===== src/rtl/enemy_spawn_sched_pkg.sv =====
// Shared types and helpers for the enemy spawn scheduler: widths, FSM encoding and
// the rotate-to-free type selector.
package enemy_spawn_sched_pkg;

    localparam int RAND_WIDTH  = 16;
    localparam int H_DISP_LEN  = 10;
    localparam int ENEMY_TYPES = 3;

    typedef enum logic [1:0] {
        SPAWN_IDLE = 2'd0,
        SPAWN_WAIT = 2'd1,
        SPAWN_PICK = 2'd2,
        SPAWN_REQ  = 2'd3
    } spawn_state_t;

    // One-hot of the first free type starting at 'first' and walking upward modulo
    // ENEMY_TYPES; all zeros when every type is already on screen.
    function automatic logic [ENEMY_TYPES-1:0] rotate_to_free(
        input logic [1:0]             first,
        input logic [ENEMY_TYPES-1:0] alive
    );
        logic [ENEMY_TYPES-1:0] pick;
        logic [1:0]             k;
        pick = '0;
        for (int i = ENEMY_TYPES - 1; i >= 0; i--) begin
            k = 2'((int'(first) + i) % ENEMY_TYPES);
            if (!alive[k]) begin
                pick = ENEMY_TYPES'(1) << k;
            end
        end
        return pick;
    endfunction

endpackage


===== src/rtl/enemy_spawn_sched_vsync_tick.sv =====
// Brings the asynchronous vsync into the run clock domain and emits a one-cycle
// frame tick on its rising edge; reusable by any frame-driven block.
module enemy_spawn_sched_vsync_tick (
    input  logic clk_run,
    input  logic rst,
    input  logic v_sync_i,
    output logic frame_tick_o
);

    logic sync1_reg;
    logic sync2_reg;
    logic prev_reg;

    always_ff @(posedge clk_run or negedge rst) begin
        if (!rst) begin
            sync1_reg    <= 1'b0;
            sync2_reg    <= 1'b0;
            prev_reg     <= 1'b0;
            frame_tick_o <= 1'b0;
        end else begin
            sync1_reg    <= v_sync_i;
            sync2_reg    <= sync1_reg;
            prev_reg     <= sync2_reg;
            frame_tick_o <= sync2_reg & ~prev_reg;
        end
    end

endmodule


===== src/rtl/enemy_spawn_sched.sv =====
// Spawn scheduler for the three enemy types: frame-counted attempts, weighted type draw
// with rotate-to-free, held one-hot request with X position, and a spawn-driven ramp.
module enemy_spawn_sched
    import enemy_spawn_sched_pkg::*;
#(
    parameter int INTERVAL_INIT = 60,
    parameter int INTERVAL_MIN  = 15,
    parameter int INTERVAL_DEC  = 5,
    parameter int RAMP_STEP     = 8,
    parameter int W1_TH         = 128,
    parameter int W2_TH         = 208,
    parameter int ACK_TIMEOUT   = 4,
    parameter int X_MAX         = 440
) (
    input  logic                   clk_run,
    input  logic                   rst,
    input  logic                   en_i,
    input  logic [RAND_WIDTH-1:0]  rand_i,
    input  logic                   v_sync_i,
    input  logic [ENEMY_TYPES-1:0] alive_i,
    input  logic [ENEMY_TYPES-1:0] spawn_ack_i,
    output logic [ENEMY_TYPES-1:0] spawn_req_o,
    output logic [H_DISP_LEN-1:0]  spawn_x_o,
    output logic [3:0]             level_o
);

    if (INTERVAL_INIT > 255 || INTERVAL_MIN < 1 || INTERVAL_INIT < INTERVAL_MIN ||
        INTERVAL_DEC > 255 || RAMP_STEP < 1 || RAMP_STEP > 255 ||
        ACK_TIMEOUT < 1 || ACK_TIMEOUT > 255 || W1_TH > W2_TH || W2_TH > 256 ||
        X_MAX + 1 >= 2 ** H_DISP_LEN || RAND_WIDTH <= H_DISP_LEN || RAND_WIDTH < 8) begin : g_param_check
        $error("enemy_spawn_sched: parameter does not fit the 8-bit counters or X width");
    end

    localparam logic [7:0] INTERVAL_INIT_L = 8'(INTERVAL_INIT);
    localparam logic [7:0] INTERVAL_MIN_L  = 8'(INTERVAL_MIN);
    localparam logic [7:0] INTERVAL_DEC_L  = 8'(INTERVAL_DEC);
    localparam logic [8:0] FLOOR_EDGE      = 9'(INTERVAL_MIN + INTERVAL_DEC);
    localparam logic [7:0] RAMP_STEP_L     = 8'(RAMP_STEP);
    localparam logic [7:0] ACK_TIMEOUT_L   = 8'(ACK_TIMEOUT);
    localparam logic [8:0] W1_L            = 9'(W1_TH);
    localparam logic [8:0] W2_L            = 9'(W2_TH);
    localparam logic [H_DISP_LEN-1:0] X_MAX_L  = H_DISP_LEN'(X_MAX);
    localparam logic [H_DISP_LEN-1:0] X_WRAP_L = H_DISP_LEN'(X_MAX + 1);

    spawn_state_t           state_reg;
    logic [7:0]             interval_reg;
    logic [7:0]             frame_cnt_reg;
    logic [7:0]             spawn_cnt_reg;
    logic [7:0]             timeout_cnt_reg;

    logic                   frame_tick;
    logic [1:0]             draw_t;
    logic [ENEMY_TYPES-1:0] free_onehot;
    logic [H_DISP_LEN-1:0]  raw_x;
    logic [H_DISP_LEN-1:0]  wrap_x;
    logic [H_DISP_LEN-1:0]  clamp_x;
    logic [7:0]             interval_dec;
    logic                   ack_hit;
    logic                   unused_rand;

    enemy_spawn_sched_vsync_tick u_vsync_tick (
        .clk_run      (clk_run),
        .rst          (rst),
        .v_sync_i     (v_sync_i),
        .frame_tick_o (frame_tick)
    );

    assign draw_t = ({1'b0, rand_i[7:0]} < W1_L) ? 2'd0 :
                    ({1'b0, rand_i[7:0]} < W2_L) ? 2'd1 : 2'd2;
    assign free_onehot = rotate_to_free(draw_t, alive_i);

    // Out-of-range X wraps once past the right edge; anything still too large pins to X_MAX.
    assign raw_x   = rand_i[H_DISP_LEN-1:0];
    assign wrap_x  = raw_x - X_WRAP_L;
    assign clamp_x = (raw_x <= X_MAX_L) ? raw_x : ((wrap_x > X_MAX_L) ? X_MAX_L : wrap_x);

    assign interval_dec = ({1'b0, interval_reg} >= FLOOR_EDGE) ? (interval_reg - INTERVAL_DEC_L)
                                                               : INTERVAL_MIN_L;
    // The request is one-hot, so masking with it ignores acks from other types.
    assign ack_hit     = |(spawn_ack_i & spawn_req_o);
    assign unused_rand = ^rand_i[RAND_WIDTH-1:H_DISP_LEN];

    always_ff @(posedge clk_run or negedge rst) begin
        if (!rst) begin
            state_reg       <= SPAWN_IDLE;
            interval_reg    <= INTERVAL_INIT_L;
            frame_cnt_reg   <= '0;
            spawn_cnt_reg   <= '0;
            timeout_cnt_reg <= '0;
            spawn_req_o     <= '0;
            spawn_x_o       <= '0;
            level_o         <= '0;
        end else if (!en_i) begin
            // Pause: drop any request but keep the difficulty state.
            state_reg       <= SPAWN_IDLE;
            frame_cnt_reg   <= '0;
            timeout_cnt_reg <= '0;
            spawn_req_o     <= '0;
            spawn_x_o       <= '0;
        end else begin
            case (state_reg)
                SPAWN_IDLE: begin
                    state_reg     <= SPAWN_WAIT;
                    frame_cnt_reg <= '0;
                end
                SPAWN_WAIT: begin
                    if (frame_tick) begin
                        if (frame_cnt_reg + 8'd1 == interval_reg) begin
                            state_reg     <= SPAWN_PICK;
                            frame_cnt_reg <= '0;
                        end else begin
                            frame_cnt_reg <= frame_cnt_reg + 8'd1;
                        end
                    end
                end
                SPAWN_PICK: begin
                    if (free_onehot == '0) begin
                        state_reg <= SPAWN_WAIT;
                    end else begin
                        state_reg       <= SPAWN_REQ;
                        spawn_req_o     <= free_onehot;
                        spawn_x_o       <= clamp_x;
                        timeout_cnt_reg <= '0;
                    end
                end
                SPAWN_REQ: begin
                    if (ack_hit) begin
                        state_reg   <= SPAWN_WAIT;
                        spawn_req_o <= '0;
                        if (spawn_cnt_reg + 8'd1 == RAMP_STEP_L) begin
                            spawn_cnt_reg <= '0;
                            interval_reg  <= interval_dec;
                            if (level_o != 4'hF) begin
                                level_o <= level_o + 4'd1;
                            end
                        end else begin
                            spawn_cnt_reg <= spawn_cnt_reg + 8'd1;
                        end
                    end else if (frame_tick) begin
                        if (timeout_cnt_reg + 8'd1 == ACK_TIMEOUT_L) begin
                            state_reg   <= SPAWN_WAIT;
                            spawn_req_o <= '0;
                        end else begin
                            timeout_cnt_reg <= timeout_cnt_reg + 8'd1;
                        end
                    end
                end
                default: state_reg <= SPAWN_IDLE;
            endcase
        end
    end

endmodule


===== config.mk =====
export PLATFORM = sky130hd
export DESIGN_NAME = enemy_spawn_sched
export DESIGN_NICKNAME = d
export VERILOG_FILES = /design/src/rtl/enemy_spawn_sched_pkg.sv /design/src/rtl/enemy_spawn_sched_vsync_tick.sv /design/src/rtl/enemy_spawn_sched.sv
export SDC_FILE = /design/constraint.sdc
export NUM_CORES = 1
export LEC_CHECK = 0
export ABC_AREA = 1
export CORE_MARGIN = 1
export CORE_UTILIZATION = 55
export DETAILED_ROUTE_END_ITERATION = 8
export PLACE_DENSITY = 0.81
export SLEW_MARGIN = 20
export SYNTH_ARGS = -nofsm -noshare
export SYNTH_HDL_FRONTEND = slang
export SYNTH_SLANG_ARGS = --single-unit

===== constraint.sdc =====
create_clock -name clk_run -period 2.4 [get_ports clk_run]
set_input_delay 0.36 -clock clk_run [delete_from_list [all_inputs] [get_ports clk_run]]
set_output_delay 0.36 -clock clk_run [all_outputs]
set_load 0.05 [all_outputs]

==> out/metrics.cfg, run 1 <==
[outcome]
run_status = completed

[place]
hpwlAfterDp_um = 5780
post-place-ws_ps = 95.4
gp_congestion = 0.903
place_inst = 636
place_area_mm2 = 0.00417
portBuffers = 36

[floorplan]
initial_core_util = 0.579
pin_count = 43
fp.dieW_um = 84.2
fp-row-count = 29
fp.dieH_um = 84.2
dieArea_mm2 = 0.00709
coreArea_mm2 = 0.00642

[drt]
drc = 0
antenna_left = 0
vias_per_cell = 5.27
route.vias.total = 3402
wl_um = 7580
wl_per_cell_um = 11.8
drt-pass1-iter-count = 5
first_iter_violations = 166

[setup_path]
r2r-start = frame_cnt_reg[0]
setup.worst_path.start_class = flop
crit_slowest_cell = dfrtp_1
crit_top_cell = nand2_1
slowest_delay_ps = 450
crit_chain = ha_1 -> nand3_1 -> nand2_1 -> nand2_1 -> xor2_1 -> nor2_1 -> nand3_1 -> nand2_1 -> nand2_1 -> nand2_1 -> o21ai_1
end_kind = flop
path_class = reg -> reg
cp_max_fo = 9
critical_path_required_ps = 2600
rrSetupSlack_ps = 250
cp_data_arrival_time_ps = 2350
crit_start = frame_cnt_reg[0]

[min_path]
hold_class = reg -> reg
min_from = u_vsync_tick.sync1_reg

[clock_network]
cts-resized-gates = 0
cts_max_path_buffers = 2
cts.sinks = 55
clkSlewWorstSetupHoldPaths_ps = 110
clk_latency_ps = 310
htree_levels = 2
cts_root_buffer = clkbuf_8
cts-buffers-inserted = 5
cts_tree = yes

[finish]
stdcell_area_mm2 = 0.00430
final_common_cell = nand2_1
fillCellCount = 518
drive_gt1_frac = 0.0951
top_register = spawn_x_o
largest_reg_flops = 10
antenna_cells = 0
final_util = 0.670
regArea_mm2 = 0.00138
final_nets = 605
layoutNonFillerInstCount = 645
multi_input_area_mm2 = 0.00202
synthToLayoutAreaGrowth_pct = 15.7
mostFrequentLayoutCells = nand2_1, inv_1, nand3_1, dfrtp_1, nor2_1

[yosys]
synth_fp_nets = 562
syn_avg_cell_area_um2 = 7.09
yosys_warnings = 0
synth_area_mm2 = 0.00372
syn_inst = 524
yosysSeqAreaShare = 0.372
ys_ff_latch = 55
ys_types = 40

[sta]
slew_headroom = 0.658
fin_worst_skew_ps = 7.67
post-route-min-period_ps = 2150
holdWs_ps = 366
rsz0062_at_grt = false
postLayoutSetupSlackWorst_ps = 250
final_hold_viol_count = 0
fmax_mhz = 465
tightest_slew_ps = 511
final_max_slew_viol_count = 0
finalCritPeriodShare = 0.896
fin_tns_setup_ps = 0
setup_violations = 0

[global_route]
grt_use_total = 0.233
grt_antenna_before_repair = 0
grt_pass1_vias = 3260
grt_overflow = 0
grt_pass1_wl_um = 13600
grt_max_degree = 47

[power_and_ir_drop]
powerDensity_mw_per_mm2 = 502
ir_worst_vdd_mv = 0.405
finalPower_mw = 2.16
leakage_nw = 2.18

[run]
max-cap-violations = 0

[worst max-delay path, delay by kind of cell, from the launching register on]
family / cells / cell delay, ps
flip-flops: 1 / 450
AO/OA/AOI/OAI: 1 / 70
adder cells (fa/ha/maj): 1 / 360
XOR/XNOR: 1 / 150
AND/OR/NAND/NOR: 8 / 1010
[repair_timing]
item	4_1_cts	5_1_grt
hold buffers	1	0
buffers inserted	0	0
hold endpoints to repair	9	0
[where the power goes]
part	internal, mW	leakage, nW	total (mW)	switching, mW
registers	0.979	0.710	1.02	0.0432
clock network	0.322	0.0607	0.648	0.326
logic	0.169	1.41	0.487	0.318
[cell usage after synthesis]
cell,n,area share
nand2_1,174,0.18
inv_1,66,0.067
nand3_1,56,0.075
dfrtp_1,51,0.34
nor2_1,39,0.039
o21ai_0,19,0.026
xor2_1,15,0.035
ha_1,12,0.040
a21oi_1,9,0.012
nand4_1,8,0.013
inv_2,7,0.0071
nand3_2,6,0.016
o21ai_1,6,0.0081
nand2_2,5,0.0084
nor2_2,5,0.0084
o22ai_1,5,0.0084
dfstp_2,4,0.028
nor2_4,4,0.012
xnor2_1,4,0.0094
nand2_4,3,0.0091
nor3_1,3,0.0040
o211ai_1,3,0.0061
buf_2,2,0.0027
buf_6,2,0.0061
a21boi_2,1,0.0030
a21oi_2,1,0.0024
a21oi_4,1,0.0044
a22oi_1,1,0.0020
and3_1,1,0.0017
buf_4,1,0.0020
clkinv_1,1,0.0010
nand3_4,1,0.0047
nand3b_1,1,0.0020
o21a_1,1,0.0020
o21ai_2,1,0.0024
o21bai_1,1,0.0020
o21bai_2,1,0.0030
o221ai_1,1,0.0024
or2_1,1,0.0017
or2_2,1,0.0017
[area by class of cell]
cell class	instances	area share
inverters	74	0.0646
clock inverters	3	0.0116
flip-flops and latches	55	0.321
multi-input cells	390	0.469
repair buffers	41	0.0949
well taps	77	0.0224
clock buffers	5	0.0160
[cell families after synthesis]
| kind of cell | after synthesis | synth area share |
|---|---|---|
| simple gates | 308 | 0.374 |
| flops | 55 | 0.372 |
| xor+xnor | 19 | 0.0448 |
| fa+ha+maj | 12 | 0.0404 |
| buf+inv | 79 | 0.0855 |
| compound gates | 51 | 0.0838 |
[metal layers]
layer  vias to the layer above  part of all wire  track usage
met1                      1552              0.45        0.291
met2                        75              0.50        0.420
met5                         -                 0            0
li1                       1760                 -            -
met3                        15             0.034       0.0344
met4                         0             0.014       0.0674
[worst paths after layout]
path	end	cells after the start
min in group asynchronous	timeout_cnt_reg[2]	2
worst max-delay path	state_reg[1]	11
max in group asynchronous	interval_reg[3]	3
worst min-delay path	u_vsync_tick.sync2_reg	0
worst max register to register	state_reg[1]	11
worst min register to register	u_vsync_tick.sync2_reg	0
Note: power is estimated with default switching activity, not from simulation.
==> run 2: changes to the inputs <==
--- a/config.mk
+++ b/config.mk
@@ -7,9 +7,10 @@
 export LEC_CHECK = 0
 export ABC_AREA = 1
 export CORE_MARGIN = 1
-export CORE_UTILIZATION = 55
+export CORE_UTILIZATION = 57
+export CTS_CLUSTER_DIAMETER = 200
 export DETAILED_ROUTE_END_ITERATION = 8
-export PLACE_DENSITY = 0.81
+export PLACE_DENSITY = 0.83
 export SLEW_MARGIN = 20
 export SYNTH_ARGS = -nofsm -noshare
 export SYNTH_HDL_FRONTEND = slang
==> out/metrics.cfg, run 2 (same netlist as run 1, synthesis figures left out) <==
[clock_network]
cts-resized-gates = 0  ; unchanged
post_cts_buffers = 0  ; unchanged
cts_tree = yes
htree_levels = 2  ; unchanged
cts-buffers-inserted = 5  ; unchanged
holdBufCountCts = 0  ; -1
clk_latency_ps = 310  ; about the same
cts_root_buffer = clkbuf_8
clkSlewWorstSetupHoldPaths_ps = 100  ; about the same
cts_max_path_buffers = 2  ; unchanged
cts.sinks = 55  ; unchanged

[setup_path]
end_kind = flop
critical_path_required_ps = 2600  ; about the same
path_class = reg -> reg
cp_data_arrival_time_ps = 2310  ; -40 ps
cp_max_fo = 9  ; unchanged
setup.worst_path.start_class = flop

[run]
max-cap-violations = 0  ; unchanged

[finish]
multi_input_area_mm2 = 0.00202  ; unchanged
fillCellCount = 548  ; +5.8%
final_nets = 604  ; -0.17%
layoutNonFillerInstCount = 644  ; -0.16%
largest_reg_flops = 10  ; unchanged
regArea_mm2 = 0.00138  ; unchanged
antenna_cells = 0  ; unchanged
mostFrequentLayoutCells = nand2_1, inv_1, nand3_1, dfrtp_1, nor2_1
synthToLayoutAreaGrowth_pct = 15.8  ; about the same
drive_gt1_frac = 0.0935  ; -0.00160
stdcell_area_mm2 = 0.00430  ; about the same
final_common_cell = nand2_1
top_register = spawn_x_o

[sta]
fmax_mhz = 474  ; +2.0%
finalCritPeriodShare = 0.878  ; -0.0178
fin_worst_skew_ps = 12.9  ; +5.28 ps
holdWs_ps = 34.6  ; -332 ps
tightest_slew_ps = 578  ; +66.3 ps
final_max_slew_viol_count = 0  ; unchanged
post-route-min-period_ps = 2110  ; -42.8 ps
fin_tns_setup_ps = 0  ; unchanged
slew_headroom = 0.615  ; -0.0431
setup_violations = 0  ; unchanged
rsz0062_at_grt = false
final_hold_viol_count = 0  ; unchanged

[drt]
route.vias.total = 3391  ; -0.32%
drt-pass1-iter-count = 4  ; -1
wl_um = 7530  ; -0.66%
drc = 0  ; unchanged
antenna_left = 0  ; unchanged
first_iter_violations = 161  ; -3.0%
wl_per_cell_um = 11.7  ; -0.51%
vias_per_cell = 5.27  ; -0.17%

[floorplan]
pin_count = 43  ; unchanged
fp.dieW_um = 82.8  ; -1.7%
initial_core_util = 0.589  ; +0.00998
fp-row-count = 29  ; unchanged
coreArea_mm2 = 0.00631  ; -1.7%
fp.dieH_um = 82.8  ; -1.7%
dieArea_mm2 = 0.00685  ; -3.4%

[power_and_ir_drop]
leakage_nw = 2.18  ; about the same
powerDensity_mw_per_mm2 = 519  ; +3.5%
ir_worst_vdd_mv = 0.397  ; -1.9%

[global_route]
busiest_layer = met2
grtUsageMet2 = 0.417  ; -0.00306
grtUsageMet1 = 0.309  ; +0.0177
grt_pass1_vias = 3053  ; -6.3%
grt_antenna_before_repair = 0  ; unchanged
gr-usage-met3 = 0.0429  ; +0.00844
grt_use_total = 0.240  ; +0.00728
grt_pass1_wl_um = 12700  ; -6.8%
grt_overflow = 0  ; unchanged
grt_max_degree = 32  ; -32%

[place]
place_inst = 636  ; unchanged
portBuffers = 36  ; unchanged
gp_congestion = 0.903  ; about the same
hpwlAfterDp_um = 5860  ; +1.3%
place_area_mm2 = 0.00417  ; unchanged

[outcome]
run_status = completed

[min_path]
hold_class = in -> async

-- run 2: cell types whose count changed in the layout (fill, tap and decap cells not counted), sizes merged --
cell / change
inv: -2
dlygate4sd3: -1
bufinv: +1
clkbuf: +1
-- run 2: layout make-up --
cell class                      instances  area share
Multi-Input combinational cell        390       0.469
Inverter                               74      0.0645
Clock buffer                            6      0.0169
Timing Repair Buffer                   40      0.0924
Sequential cell                        55       0.321
Clock inverter                          2      0.0140
Tap cell                               77      0.0224
-- run 2: path summary, 6_finish.rpt --
kind                            cells past startpoint  slack (ps)                   start                      to
worst max-delay path                               11         290        frame_cnt_reg[0]            state_reg[0]
worst min-delay path                                1          30                     rst      timeout_cnt_reg[6]
worst max register to register                     11         290        frame_cnt_reg[0]            state_reg[0]
worst min register to register                      0         370  u_vsync_tick.sync1_reg  u_vsync_tick.sync2_reg
max in group asynchronous                           2        1800                     rst              level_o[2]
min in group clk_run                                0         370  u_vsync_tick.sync1_reg  u_vsync_tick.sync2_reg
-- run 2: worst max-delay path: stages, from the launching register on --
cell and delay, ps:
dfrtp_1 430, ha_1 350, xor2_1 240, nand2_1 80
nand2_1 60, nand3_1 70, nor2_1 130, nand3_1 110
nand2_1 240, nand2_1 150, nand2_1 90, o21ai_1 60
-- run 2: per-layer routing --
layer / wire [um] / vias up
met4: 95 / 0
met2: 3690 / 61
met3: 240 / 10
li1: - / 1756
met1: 3510 / 1564
met5: 0 / -
-- run 2: power by group --
part           switching (mW)  leakage [nW]  internal, mW
clock                   0.305        0.0654         0.417
sequential             0.0501         0.710         0.979
combinational           0.316          1.41         0.167
-- run 2: stage by stage --
step / utilization / total power, mW / worst slack (ps)
2_1_floorplan: - / 1.37 / 605
3_3_place_gp: 0.661 / 1.51 / 169
3_5_place_dp: 0.661 / 1.53 / 86.3
4_1_cts: 0.682 / 2.24 / 299
5_1_grt: 0.682 / 2.33 / 80.6
6_report: 0.682 / 2.23 / 292
